--- src/rtl/ccr_unit.sv ---
// Condition-code register with branch resolution and a LIFO of saved flag words.
// Latency: ccr/stack status update one clock after inputs; br_taken is combinational.
// Backpressure: none; every input is sampled each cycle and never stalled.
module ccr_unit #(
   parameter int DEPTH = 4
) (
   input  logic       clk,
   input  logic       rst,
   input  logic       alu_zero,
   input  logic       alu_carry,
   input  logic       alu_overflow,
   input  logic       alu_negative,
   input  logic [3:0] flag_we,
   input  logic       setc,
   input  logic       clrc,
   input  logic       br_valid,
   input  logic [1:0] br_cond,
   output logic       br_taken,
   input  logic       int_save,
   input  logic       int_restore,
   output logic [3:0] ccr,
   output logic       stack_full,
   output logic       stack_empty,
   output logic       stack_err
);

   // Count needs to hold 0..DEPTH; entry index needs 0..DEPTH-1.
   localparam int CW = $clog2(DEPTH + 1);
   localparam int AW = (DEPTH > 1) ? $clog2(DEPTH) : 1;

   localparam logic [1:0] COND_JZ  = 2'b00;
   localparam logic [1:0] COND_JN  = 2'b01;
   localparam logic [1:0] COND_JC  = 2'b10;

   logic [3:0]    stack_mem [DEPTH];
   logic [CW-1:0] count;
   logic [CW-1:0] count_m1;
   logic [AW-1:0] top_idx;
   logic [AW-1:0] push_idx;
   logic [3:0]    alu_flags;
   logic [3:0]    ccr_nxt;
   logic          do_push;
   logic          do_pop;
   logic          err_set;

   assign alu_flags   = {alu_overflow, alu_negative, alu_carry, alu_zero};
   assign stack_full  = (count == CW'(DEPTH));
   assign stack_empty = (count == '0);
   assign count_m1    = count - CW'(1);
   assign top_idx     = count_m1[AW-1:0];
   assign push_idx    = count[AW-1:0];

   // A simultaneous save and restore cancels both and is flagged as misuse.
   assign do_push = int_save & ~int_restore & ~stack_full;
   assign do_pop  = int_restore & ~int_save & ~stack_empty;
   assign err_set = (int_save & int_restore)
                  | (int_save & ~int_restore & stack_full)
                  | (int_restore & ~int_save & stack_empty);

   // Branch resolution looks only at the registered flags, never the ALU outputs.
   always_comb begin
      br_taken = 1'b0;
      if (br_valid) begin
         case (br_cond)
            COND_JZ: br_taken = ccr[0];
            COND_JN: br_taken = ccr[2];
            COND_JC: br_taken = ccr[1];
            default: br_taken = 1'b1;
         endcase
      end
   end

   // Next flags: restore base, then ALU writes, then SETC/CLRC, then taken-branch clear.
   always_comb begin
      ccr_nxt = do_pop ? stack_mem[top_idx] : ccr;
      for (int i = 0; i < 4; i++) begin
         if (flag_we[i]) ccr_nxt[i] = alu_flags[i];
      end
      if (setc)      ccr_nxt[1] = 1'b1;
      else if (clrc) ccr_nxt[1] = 1'b0;
      if (br_taken) begin
         case (br_cond)
            COND_JZ: ccr_nxt[0] = 1'b0;
            COND_JN: ccr_nxt[2] = 1'b0;
            COND_JC: ccr_nxt[1] = 1'b0;
            default: ;
         endcase
      end
   end

   // Flag register, stack depth and sticky error; reset drops every saved entry.
   always_ff @(posedge clk) begin
      if (rst) begin
         ccr       <= 4'b0000;
         count     <= '0;
         stack_err <= 1'b0;
      end else begin
         ccr <= ccr_nxt;
         if (do_push)     count <= count + CW'(1);
         else if (do_pop) count <= count_m1;
         if (err_set) stack_err <= 1'b1;
      end
   end

   // Stack storage pushes the pre-update flags; entries above the count are don't-care.
   always_ff @(posedge clk) begin
      if (!rst && do_push) stack_mem[push_idx] <= ccr;
   end

endmodule

--- config.mk ---
export PLATFORM = sky130hd
export DESIGN_NAME = ccr_unit
export DESIGN_NICKNAME = d
export VERILOG_FILES = /design/src/rtl/ccr_unit.sv
export SDC_FILE = /design/constraint.sdc
export NUM_CORES = 1
export LEC_CHECK = 0
export ABC_AREA = 1
export CAP_MARGIN = 5
export CORE_ASPECT_RATIO = 1.75
export CORE_UTILIZATION = 45
export DETAILED_ROUTE_END_ITERATION = 16
export PLACE_DENSITY = 0.74
export SLEW_MARGIN = 30
export SYNTH_ARGS = -nofsm -noshare
export SYNTH_HDL_FRONTEND = slang
export SYNTH_SLANG_ARGS = --single-unit
--- constraint.sdc ---
create_clock -name clk -period 1.7 [get_ports clk]
set_input_delay 0.17 -clock clk [delete_from_list [all_inputs] [get_ports clk]]
set_output_delay 0.17 -clock clk [all_outputs]
set_load 0.005 [all_outputs]
# Yosys cells after proc, flatten, opt, wreduce, memory -nomap -nowiden
# Memories as Yosys holds them, arrays and structs flattened.
# Cells that the tools add are included.
# Widths: inputs -> output; s select.
# word_totals
ram_bits	16
rom_bits	0
elab_cells	46
input_bits	17
output_inout_bits	8
reg_bits	8
mem_count	1
latch_bits	0
# classes
bitwise	13
reduce_logical	6
shift	0
magnitude_cmp	0
n_eq_ne	3
div	0
n_mul	0
addsub	2
mux	17
# mem_list
name	words	word_bits	rd	rd_ports_with_merged_regs	wr	line	rtl
stack_mem	4	4	1	0	1	35	logic [3:0] stack_mem [DEPTH];
# op_table
cell	count
$mux 1	12
$mux 3	3
$and 1x1->1	7
$mux 4	1
$not 1->1	4
$reduce_bool 2->1	2
$add 3x1->3 const B	1
$eq 3x3->1 const B	1
$logic_not 3->1	1
$pmux 1 s3	1
$sub 3x1->3 const B	1
$eq 2x1->1 const B	1
$eq 2x2->1 const B	1
$logic_not 2->1	1
$or 1x1->1	2
$logic_and 1x1->1	1
$logic_not 1->1	1

# Longest topological paths before layout
# Gate-level depths: netlist (run 1).
# logic_depth
depth_word	9
depth_mapped	9
ltp_nobuf	9

# Worst setup path before layout (run 1)
# No wires, ideal clock.
# synth_path
path_kind	register to register
start	register count[0]
end	memory stack_mem[0][0], enable pin
arrival_ps	1264
stages_incl_launch_ff	8
t_required_ps	1371
period_less_slack_ps	1593
setup_time_ps	329
path_buffers	0
setup_slack_ps	107
path_cell_list	dfxtp_1 -> inv_2 -> ha_1 -> nand2_1 -> nand3_2 -> inv_1 -> nand2_1 -> nor2_1
# synth_via
elab_chain_len	6
# synth_rtl
element	line	rtl
start: declaration	36	logic [CW-1:0] count;
start signal: assignment	99	if (do_push) count <= count + CW'(1);
start signal: assignment	100	else if (do_pop) count <= count_m1;
$eq 3x3->1	47	assign stack_full = (count == CW'(DEPTH));
$not 1->1	54	assign do_push = int_save & ~int_restore & ~stack_full;
$and 1x1->1	54	
$logic_and 1x1->1	107	if (!rst && do_push) stack_mem[push_idx] <= ccr;
$mux 1	107	
$mux 1 (not written as such)	107	
end: declaration	35	
# Parallel ways exist; a longest one is shown, timed or not.

# Worst setup path after layout (run 1)
# layout_path
start	register count[1]
end	output stack_full
# layout_via
elab_chain_len	1
# layout_rtl
element	line	rtl
$eq 3x3->1	47	
end: declaration	22	output logic stack_full,
# No other way between the ends.

==> results.sh, run 1 <==
export IMPL_synth_seq_area_share_pct=51.93
export IMPL_antenna_found_initial=0
export IMPL_vias_per_cell=5.010
export IMPL_maxCapViolCount=0
export IMPL_syn_inst=145
export IMPL_grt_max_degree=15
export IMPL_fmax_ghz=0.6118
export IMPL_grt_pass1_wl_um=4602
export IMPL_routedWlPerCell_um=12.28
export IMPL_clkSlewWorstSetupHoldPaths_ns=0.08
export IMPL_netlist_area_mm2=0.001234
export IMPL_finalHoldViolCount=0
export IMPL_ff2ff_setup_slack_ns=0.15
export IMPL_p_leak_uw=0.0007318
export IMPL_hp_class="in -> reg"
export IMPL_core_mm2=0.002552
export IMPL_yosysUniqueCellTypes=19
export IMPL_ant_nets=0
export IMPL_root_buffer="clkbuf_8"
export IMPL_grt_pass1_vias=1099
export IMPL_cts_tree="yes"
export IMPL_intPower_uw=1244
export IMPL_clkSinkCount=24
export IMPL_p_clk_share_pct=28.5
export IMPL_worst_pin_slew_ns=0.3786
export IMPL_ioPinCount=25
export IMPL_yosys_top_cells_area="edfxtp_1, dfxtp_1, nand2_1"
export IMPL_antenna_cells=0
export IMPL_rows=24
export IMPL_areaGrowthSynthToFinish_pct=34.48
export IMPL_arrival_ns=1.46
export IMPL_dp_hpwl_um=2059
export IMPL_seqPwrFrac_pct=39.9
export IMPL_grt_setup_unrepaired="no"
export IMPL_gp_congestion=0.8002
export IMPL_crit_chain="inv_2, ha_4, nand2_1, inv_1, clkdlybuf4s50_1"
export IMPL_die_area_mm2=0.002963
export IMPL_synth_seq_cells=24
export IMPL_clock_latency_ns=0.27
export IMPL_critPathMaxFanout=3
export IMPL_fin_setup_tns_ns=0
export IMPL_sw_frac_of_total_pct=29.15
export IMPL_final_max_slew_viol_count=0
export IMPL_grt_usage_pct=20.22
export IMPL_portBuffers=24
export IMPL_die_w_um=41.58
export IMPL_grt_overflow=0
export IMPL_crit_type="reg -> out"
export IMPL_syn_avg_cell_area_um2=8.508
export IMPL_htree_levels=1
export IMPL_worst_path_largest_cell_delay_ns=0.49
export IMPL_post_route_period_util_pct=96.14
export IMPL_ir_worst_vdd_mv=0.8906
export IMPL_die_h_um=71.27
export IMPL_fill_cells=221
export IMPL_yosysTopAreaCell="edfxtp_1"
export IMPL_initial_core_util_pct=48.33
export IMPL_p_comb_share_pct=31.6
export IMPL_p_switching_uw=511.8
export IMPL_slew_headroom_pct=74.67
export IMPL_finalSetupViolations=0
export IMPL_cp_top_family="buffers and inverters"
export IMPL_yosysWarnings=0
export IMPL_finClkSkew_ns=0.002133
export IMPL_critPathBufInv=3
export IMPL_crit_slowest_cell="clkdlybuf4s50_1"
export IMPL_dr_first_iter_drc_count=28
export IMPL_drive_gt1_share_pct=16.94
export IMPL_crit_path_end_kind="output port"
export IMPL_pwr_density_cell_mw_per_mm2=1058
export IMPL_synth_top_area_share_pct=38.95
export IMPL_layout_nets=206
export IMPL_cts_buffer_depth=2
export IMPL_status="completed"
export IMPL_numCtsBuffers=3
export IMPL_pre_cts_ws_ns=-0.1391
export IMPL_p_total_uw=1755
export IMPL_layout_min_cycle_time_ns=1.634
export IMPL_wl_um=2567
export IMPL_syn_nets=167
export IMPL_cp_data_required_time_ns=1.53
export IMPL_start_kind="flip-flop"
export IMPL_first_pass_iters=4
export IMPL_drc=0
export IMPL_vias=1047
export IMPL_setup_ws_ns=0.06557
==> cells in the final DEF, fill, tap and decap left out <==
cell             instances
a21oi_2                  3
ha_4                     1
o21ai_0                  4
clkdlybuf4s50_1         21
o22ai_1                  1
edfxtp_1                16
dlygate4sd2_1            3
inv_2                    4
bufinv_16                1
nand2_1                 37
dfxtp_2                  1
a21oi_1                  8
ha_1                     4
buf_4                   11
o21ai_1                  1
nand3_2                  2
nor2_4                   2
dfxtp_1                  7
nand2_2                  2
nand3_1                 12
clkbuf_8                 3
nor2_2                   1
nor2_1                  18
a21boi_0                 1
inv_1                   19
==> power groups by stage <==
stage	Combinational, uW	Sequential (uW)	Clock (uW)
after global placement	524	709	0
after detailed placement	540	711	0
after floorplan	308	715	0
after CTS	539	700	502
final	554	701	500
after global routing	622	708	526
==> flip-flops by register name, indices dropped and copies added, names as in the netlist <==
name,count
stack_err,1
count,3
stack_mem,16
ccr,4
==> layout make-up <==
type                            instances  area [um2]  share of cell area, %
Tap cell                               26       32.53                  1.961
Clock inverter                          1       30.03                  1.810
Inverter                               23       86.33                  5.204
Multi-Input combinational cell         97       508.0                  30.62
Timing Repair Buffer                   35       319.1                  19.23
Clock buffer                            3       41.29                  2.489
Sequential cell                        24       641.9                  38.69
==> final timing paths <==
| path | startpoint | end | depth (start not counted) |
|---|---|---|---|
| worst max-delay path | count[1] | stack_full | 5 |
| worst min-delay path | alu_overflow | ccr[3] | 3 |
| worst max register to register | count[0] | stack_mem[0][3] | 7 |
| worst min register to register | stack_err | stack_err | 2 |
==> routing by layer <==
metal  share of wire [%]  track usage [%]  up-vias
li1                    -                -      543
met1                  41            22.26      469
met2                  53            37.67       30
met3                 3.7            2.015        5
met4                 2.3            9.677        0
met5                   0                0        -
==> logic make-up (layout without fill, tap and decap cells) <==
family	count (synthesis)	in the layout	share of synthesized area, %
adder cells (fa/ha/maj)	5	5	5.071
buffers and inverters	24	62	7.910
flip-flops	24	24	51.93
AO/OA/AOI/OAI	18	18	8.520
AND/OR/NAND/NOR	74	74	26.57
==> stage by stage <==
stage                     cell area [um2]  utilization [%]  std cells  hold slack (ns)
after detailed placement             1578            61.81        205           0.4372
after CTS                            1648            64.56        209           0.4460
after floorplan                      1234                -        145           0.2391
after global routing                 1659            65.00        209           0.4612
final                                1659            65.00        209           0.4434
after global placement               1578            61.81        205           0.4459
==> cells in the mapped netlist <==
library cell and n:
o22ai_1 1, nand3_2 2, nand3_1 12, nand2_1 37, inv_2 3, a21boi_0 1
edfxtp_1 16, nor2_4 2, a21oi_2 3, nor2_2 1, nand2_2 2, buf_6 1
nor2_1 18, dfxtp_1 8, inv_1 20, o21ai_1 1, o21ai_0 4, a21oi_1 8
ha_1 5
==> tightest hold or removal path: cells and delay by family <==
| family | cells | cell delay [ns] |
|---|---|---|
| AO/OA/AOI/OAI | 1 | 0.05 |
| buffers and inverters | 2 | 0.45 |
==> what timing repair did <==
| action | CTS | global route |
|---|---|---|
| gates cloned | 0 | 0 |
| hold buffers | 0 | 0 |
| gates resized for setup | 5 | 2 |
| setup endpoints to repair | 3 | 1 |
| buffers inserted | 0 | 0 |
Power figures use the tool's default switching activity.
==> run 2, diff against run 1 <==
Settings changed: GPL_TIMING_DRIVEN from default to 0, SKIP_CTS_REPAIR_TIMING from default to 1.
==> results.sh, run 2 (same netlist as run 1, synthesis figures left out) <==
export IMPL_clkSinkCount=24
export IMPL_core_mm2=0.002552
export IMPL_grt_pass1_vias=1071
export IMPL_maxCapViolCount=0
export IMPL_ioPinCount=25
export IMPL_fill_cells=209
export IMPL_antenna_cells=0
export IMPL_post_route_period_util_pct=97.00
export IMPL_crit_path_end_kind="flip-flop"
export IMPL_clock_latency_ns=0.26
export IMPL_fin_util_pct=65.54
export IMPL_r2r_start="count[0]"
export IMPL_ff2ff_setup_slack_ns=0.05
export IMPL_finClkSkew_ns=0.004922
export IMPL_drc=0
export IMPL_place_area_mm2=0.001506
export IMPL_dp_hpwl_um=1955
export IMPL_dp_cells=195
export IMPL_regMostFlops="stack_mem"
export IMPL_htree_levels=1
export IMPL_grt_setup_unrepaired="yes"
export IMPL_ir_worst_vdd_mv=0.6074
export IMPL_area_sequential_um2=650.6
export IMPL_grt_overflow=0
export IMPL_grt_usage_pct=19.34
export IMPL_start_kind="flip-flop"
export IMPL_layout_min_cycle_time_ns=1.649
export IMPL_antenna_found_initial=0
export IMPL_dr_first_iter_drc_count=36
export IMPL_crit_type="reg -> reg"
export IMPL_reg2regPathDepth=7
export IMPL_critPathMaxFanout=4
export IMPL_portBuffers=24
export IMPL_fin_area_mm2=0.001673
export IMPL_p_leak_uw=0.0007558
export IMPL_arrival_ns=1.60
export IMPL_ant_nets=0
export IMPL_gp_congestion=0.7791
export IMPL_wl_um=2717
export IMPL_root_buffer="clkbuf_8"
export IMPL_final_cells=203
export IMPL_layout_nets=200
export IMPL_final_max_slew_viol_count=0
export IMPL_grt_pass1_wl_um=4512
export IMPL_first_pass_iters=4
export IMPL_clkSlewWorstSetupHoldPaths_ns=0.09
export IMPL_fmax_ghz=0.6064
export IMPL_vias_per_cell=5.167
export IMPL_status="completed"
export IMPL_worstHoldEndpoint="ccr[0]"
export IMPL_pre_cts_ws_ns=-0.1603
export IMPL_setup_ws_ns=0.05100
export IMPL_finalSetupViolations=0
export IMPL_die_area_mm2=0.002963
export IMPL_slew_headroom_pct=79.85
export IMPL_worst_pin_slew_ns=0.3016
export IMPL_mostFrequentLayoutCells="nand2_1, clkdlybuf4s50_1, inv_1"
export IMPL_hold_depth=5
export IMPL_routedWlPerCell_um=13.38
export IMPL_vias=1049
export IMPL_cts_tree="yes"
export IMPL_final_common_cell="nand2_1"
export IMPL_grt_max_degree=15
export IMPL_hp_class="in -> reg"
export IMPL_min_from="br_cond[0]"
export IMPL_die_w_um=41.58
export IMPL_cp_data_required_time_ns=1.65
export IMPL_initial_core_util_pct=48.33
export IMPL_numCtsBuffers=3
export IMPL_multi_input_area_um2=533.0
export IMPL_pwr_density_cell_mw_per_mm2=1065
export IMPL_cts_buffer_depth=2
export IMPL_areaGrowthSynthToFinish_pct=35.60
export IMPL_top_regs="stack_mem: 16 flops, ccr: 4 flops, count: 3 flops"
export IMPL_r2r_end="stack_mem[3][3]"
export IMPL_finalHoldViolCount=0
export IMPL_rows=24
export IMPL_drive_gt1_share_pct=19.77
export IMPL_die_h_um=71.27
export IMPL_largest_register_ffs=16
==> run 2: changes by cell type in the layout (fill, tap and decap cells not counted), moves of 3 or more <==
cell            previous run  this run
buf_4                     11         4
dlymetal6s2s_1             0         5
nor2_1                    18        13
dfxtp_1                    7         4
dlygate4sd2_1              3         0
nor2_2                     1         4
==> run 2: per-stage QoR <==
stage	total power [uW]	TNS, ns	hold slack [ns]
finish	1781	0	0.3704
global route	1884	-0.1597	0.4239
CTS	1691	-3.194	0.4539
detailed placement	1205	-2.342	0.4425
global placement	1186	-1.863	0.4428
floorplan	1022	0	0.2391
==> run 2: worst max-delay path by stage <==
stage | startpoint | end | slack (ns) | depth (start not counted)
2_1_floorplan | count[0] | stack_mem[0][0] | 0.11 | 7
3_3_place_gp | count[0] | stack_mem[1][0] | -0.13 | 7
3_5_place_dp | count[0] | stack_mem[2][2] | -0.16 | 7
4_1_cts | count[0] | stack_empty | -0.23 | 5
5_1_grt | count[0] | stack_mem[3][3] | -0.03 | 7
6_report | count[0] | stack_mem[3][3] | 0.05 | 7
==> run 2: layout make-up <==
type,instances,share of cell area [%]
Clock buffer,3,2.468
Tap cell,26,1.945
Multi-Input combinational cell,97,31.86
Buffer,1,0.6732
Inverter,23,5.460
Sequential cell,24,38.89
Timing Repair Buffer,28,16.90
Clock inverter,1,1.795
==> run 2: critical path: stages (launching register included) <==
cell and delay, ns:
dfxtp_2 0.39, inv_4 0.06, ha_4 0.17, nand2_2 0.08, nand3_2 0.10, inv_1 0.09
nand2_1 0.19, nor2_2 0.26
==> run 2: layer usage <==
layer / up-vias / routed length (um) / GRT usage (%)
li1: 530 / - / -
met1: 492 / 1040 / 21.46
met2: 25 / 1576 / 36.81
met3: 2 / 77 / 1.763
met4: 0 / 23 / 7.527
met5: - / 0 / 0
==> run 2: power by group <==
| group | total (uW) | switching [uW] | internal (uW) |
|---|---|---|---|
| registers | 722 | 45.2 | 677 |
| logic | 566 | 308 | 257 |
| clock network | 493 | 178 | 314 |
| total | 1780 | 532 | 1250 |
==> run 3, diff against run 2 <==
Settings changed: ABC_CLOCK_PERIOD_IN_PS from default to 1700, CTS_BUF_LIST from default to sky130_fd_sc_hd__clkbuf_16, MAX_ROUTING_LAYER from default to met4.
==> results.sh, run 3 (same netlist as run 1, synthesis figures left out) <==
export IMPL_status="completed"
export IMPL_crit_path_end_kind="output port"
export IMPL_grt_util_met2_pct=36.63
export IMPL_finalSetupViolations=0
export IMPL_slew_headroom_pct=83.19
export IMPL_place_area_mm2=0.001506
export IMPL_routedWlPerCell_um=13.53
export IMPL_dp_hpwl_um=1955
export IMPL_grt_max_degree=15
export IMPL_maxCapViolCount=0
export IMPL_busiest_layer="met2"
export IMPL_wl_um=2719
export IMPL_start_kind="flip-flop"
export IMPL_pre_cts_ws_ns=-0.1603
export IMPL_ant_nets=0
export IMPL_post_route_period_util_pct=96.48
export IMPL_regMostFlops="stack_mem"
export IMPL_final_max_slew_viol_count=0
export IMPL_grt_setup_unrepaired="no"
export IMPL_dr_first_iter_drc_count=26
export IMPL_gr_usage_met3_pct=2.519
export IMPL_r2r_start="count[0]"
export IMPL_core_mm2=0.002552
export IMPL_clock_latency_ns=0.25
export IMPL_clkSinkCount=24
export IMPL_antenna_found_initial=0
export IMPL_antenna_cells=0
export IMPL_use_met1_pct=21.96
export IMPL_fmax_ghz=0.6097
export IMPL_die_w_um=41.58
export IMPL_top_regs="stack_mem: 16 flops, ccr: 4 flops, count: 3 flops"
export IMPL_die_area_mm2=0.002963
export IMPL_r2r_end="stack_mem[1][1]"
export IMPL_worst_path_largest_cell_delay_ns=0.49
export IMPL_finalHoldViolCount=0
export IMPL_p_leak_uw=0.0007430
export IMPL_portBuffers=24
export IMPL_numCtsBuffers=3
export IMPL_cts_buffer_depth=2
export IMPL_vias=1023
export IMPL_fin_area_mm2=0.001695
export IMPL_ff2ff_setup_slack_ns=0.15
export IMPL_final_common_cell="nand2_1"
export IMPL_fin_util_pct=66.42
export IMPL_worstHoldEndpoint="ccr[0]"
export IMPL_crit_slowest_cell="clkdlybuf4s50_1"
export IMPL_ir_worst_vdd_mv=0.7352
export IMPL_layout_nets=198
export IMPL_drive_gt1_share_pct=18.86
export IMPL_fill_cells=199
export IMPL_reg2regPathDepth=7
export IMPL_pwr_density_cell_mw_per_mm2=1150
export IMPL_setup_ws_ns=0.05991
export IMPL_gp_congestion=0.7898
export IMPL_root_buffer="clkbuf_16"
export IMPL_layout_min_cycle_time_ns=1.640
export IMPL_hold_depth=5
export IMPL_min_from="br_cond[0]"
export IMPL_grt_pass1_vias=1076
export IMPL_initial_core_util_pct=48.33
export IMPL_critPathBufInv=3
export IMPL_crit_top_cell="inv_2"
export IMPL_die_h_um=71.27
export IMPL_largest_register_ffs=16
export IMPL_mostFrequentLayoutCells="nand2_1, clkdlybuf4s50_1, inv_1"
export IMPL_grt_pass1_wl_um=4574
export IMPL_cp_data_required_time_ns=1.53
export IMPL_clkSlewWorstSetupHoldPaths_ns=0.06
export IMPL_htree_levels=1
export IMPL_ioPinCount=25
export IMPL_finClkSkew_ns=0.001070
export IMPL_worst_pin_slew_ns=0.2517
export IMPL_critPathMaxFanout=4
export IMPL_vias_per_cell=5.090
export IMPL_drc=0
export IMPL_arrival_ns=1.47
export IMPL_first_pass_iters=4
export IMPL_grt_overflow=0
export IMPL_fin_setup_tns_ns=0
export IMPL_areaGrowthSynthToFinish_pct=37.42
export IMPL_rows=24
export IMPL_cp_depth=5
export IMPL_cts_tree="yes"
export IMPL_hp_class="in -> reg"
export IMPL_cp_top_family="buffers and inverters"
export IMPL_grt_usage_pct=20.35
export IMPL_crit_chain="inv_2, ha_4, nand2_2, inv_2, clkdlybuf4s50_1"
export IMPL_crit_type="reg -> out"
[run 3: cell types whose count changed in the layout (fill, tap and decap cells not counted), moves of 2 or more]
cell and delta:
buf_4 -2, clkbuf_16 +3, clkbuf_8 -3, nor2_2 -2, nor2_4 +2
[run 3: tightest hold or removal path, delay by kind of cell]
kind          cells  cell delay, ns
buf+inv           1            0.15
simple gates      4            0.28
[run 3: stage by stage]
| stage | hold slack (ns) | total power [uW] | instances |
|---|---|---|---|
| 2_1_floorplan | 0.2391 | 1022 | 145 |
| 3_3_place_gp | 0.4428 | 1186 | 195 |
| 3_5_place_dp | 0.4425 | 1205 | 195 |
| 6_report | 0.3784 | 1949 | 201 |
| 5_1_grt | 0.4113 | 2047 | 201 |
| 4_1_cts | 0.4543 | 1864 | 199 |
[run 3: routing by layer]
layer | wire length [um] | vias to the layer above
li1 | - | 527
met1 | 1092 | 469
met2 | 1531 | 25
met3 | 72 | 2
met4 | 23 | 0
met5 | 0 | -
[run 3: cell type report]
cell class / count / area [um2] / share of cell area (%)
Clock inverter: 1 / 30.03 / 1.771
Tap cell: 26 / 32.53 / 1.919
Multi-Input combinational cell: 97 / 545.5 / 32.18
Clock buffer: 3 / 75.07 / 4.428
Sequential cell: 24 / 646.9 / 38.15
Inverter: 23 / 88.84 / 5.240
Buffer: 1 / 11.26 / 0.6642
Timing Repair Buffer: 26 / 265.3 / 15.65
[run 3: how the worst max path moves through the flow]
stage | start | endpoint | slack [ns]
2_1_floorplan | count[0] | stack_mem[0][0] | 0.11
3_3_place_gp | count[0] | stack_mem[1][0] | -0.13
3_5_place_dp | count[0] | stack_mem[2][2] | -0.16
4_1_cts | count[0] | stack_empty | -0.22
5_1_grt | count[1] | stack_full | 0.006
6_report | count[1] | stack_full | 0.06
[run 3: where the power goes]
part           internal, uW  switching, uW
registers               674           44.1
logic                   252            312
clock network           468            200
total                  1390            556
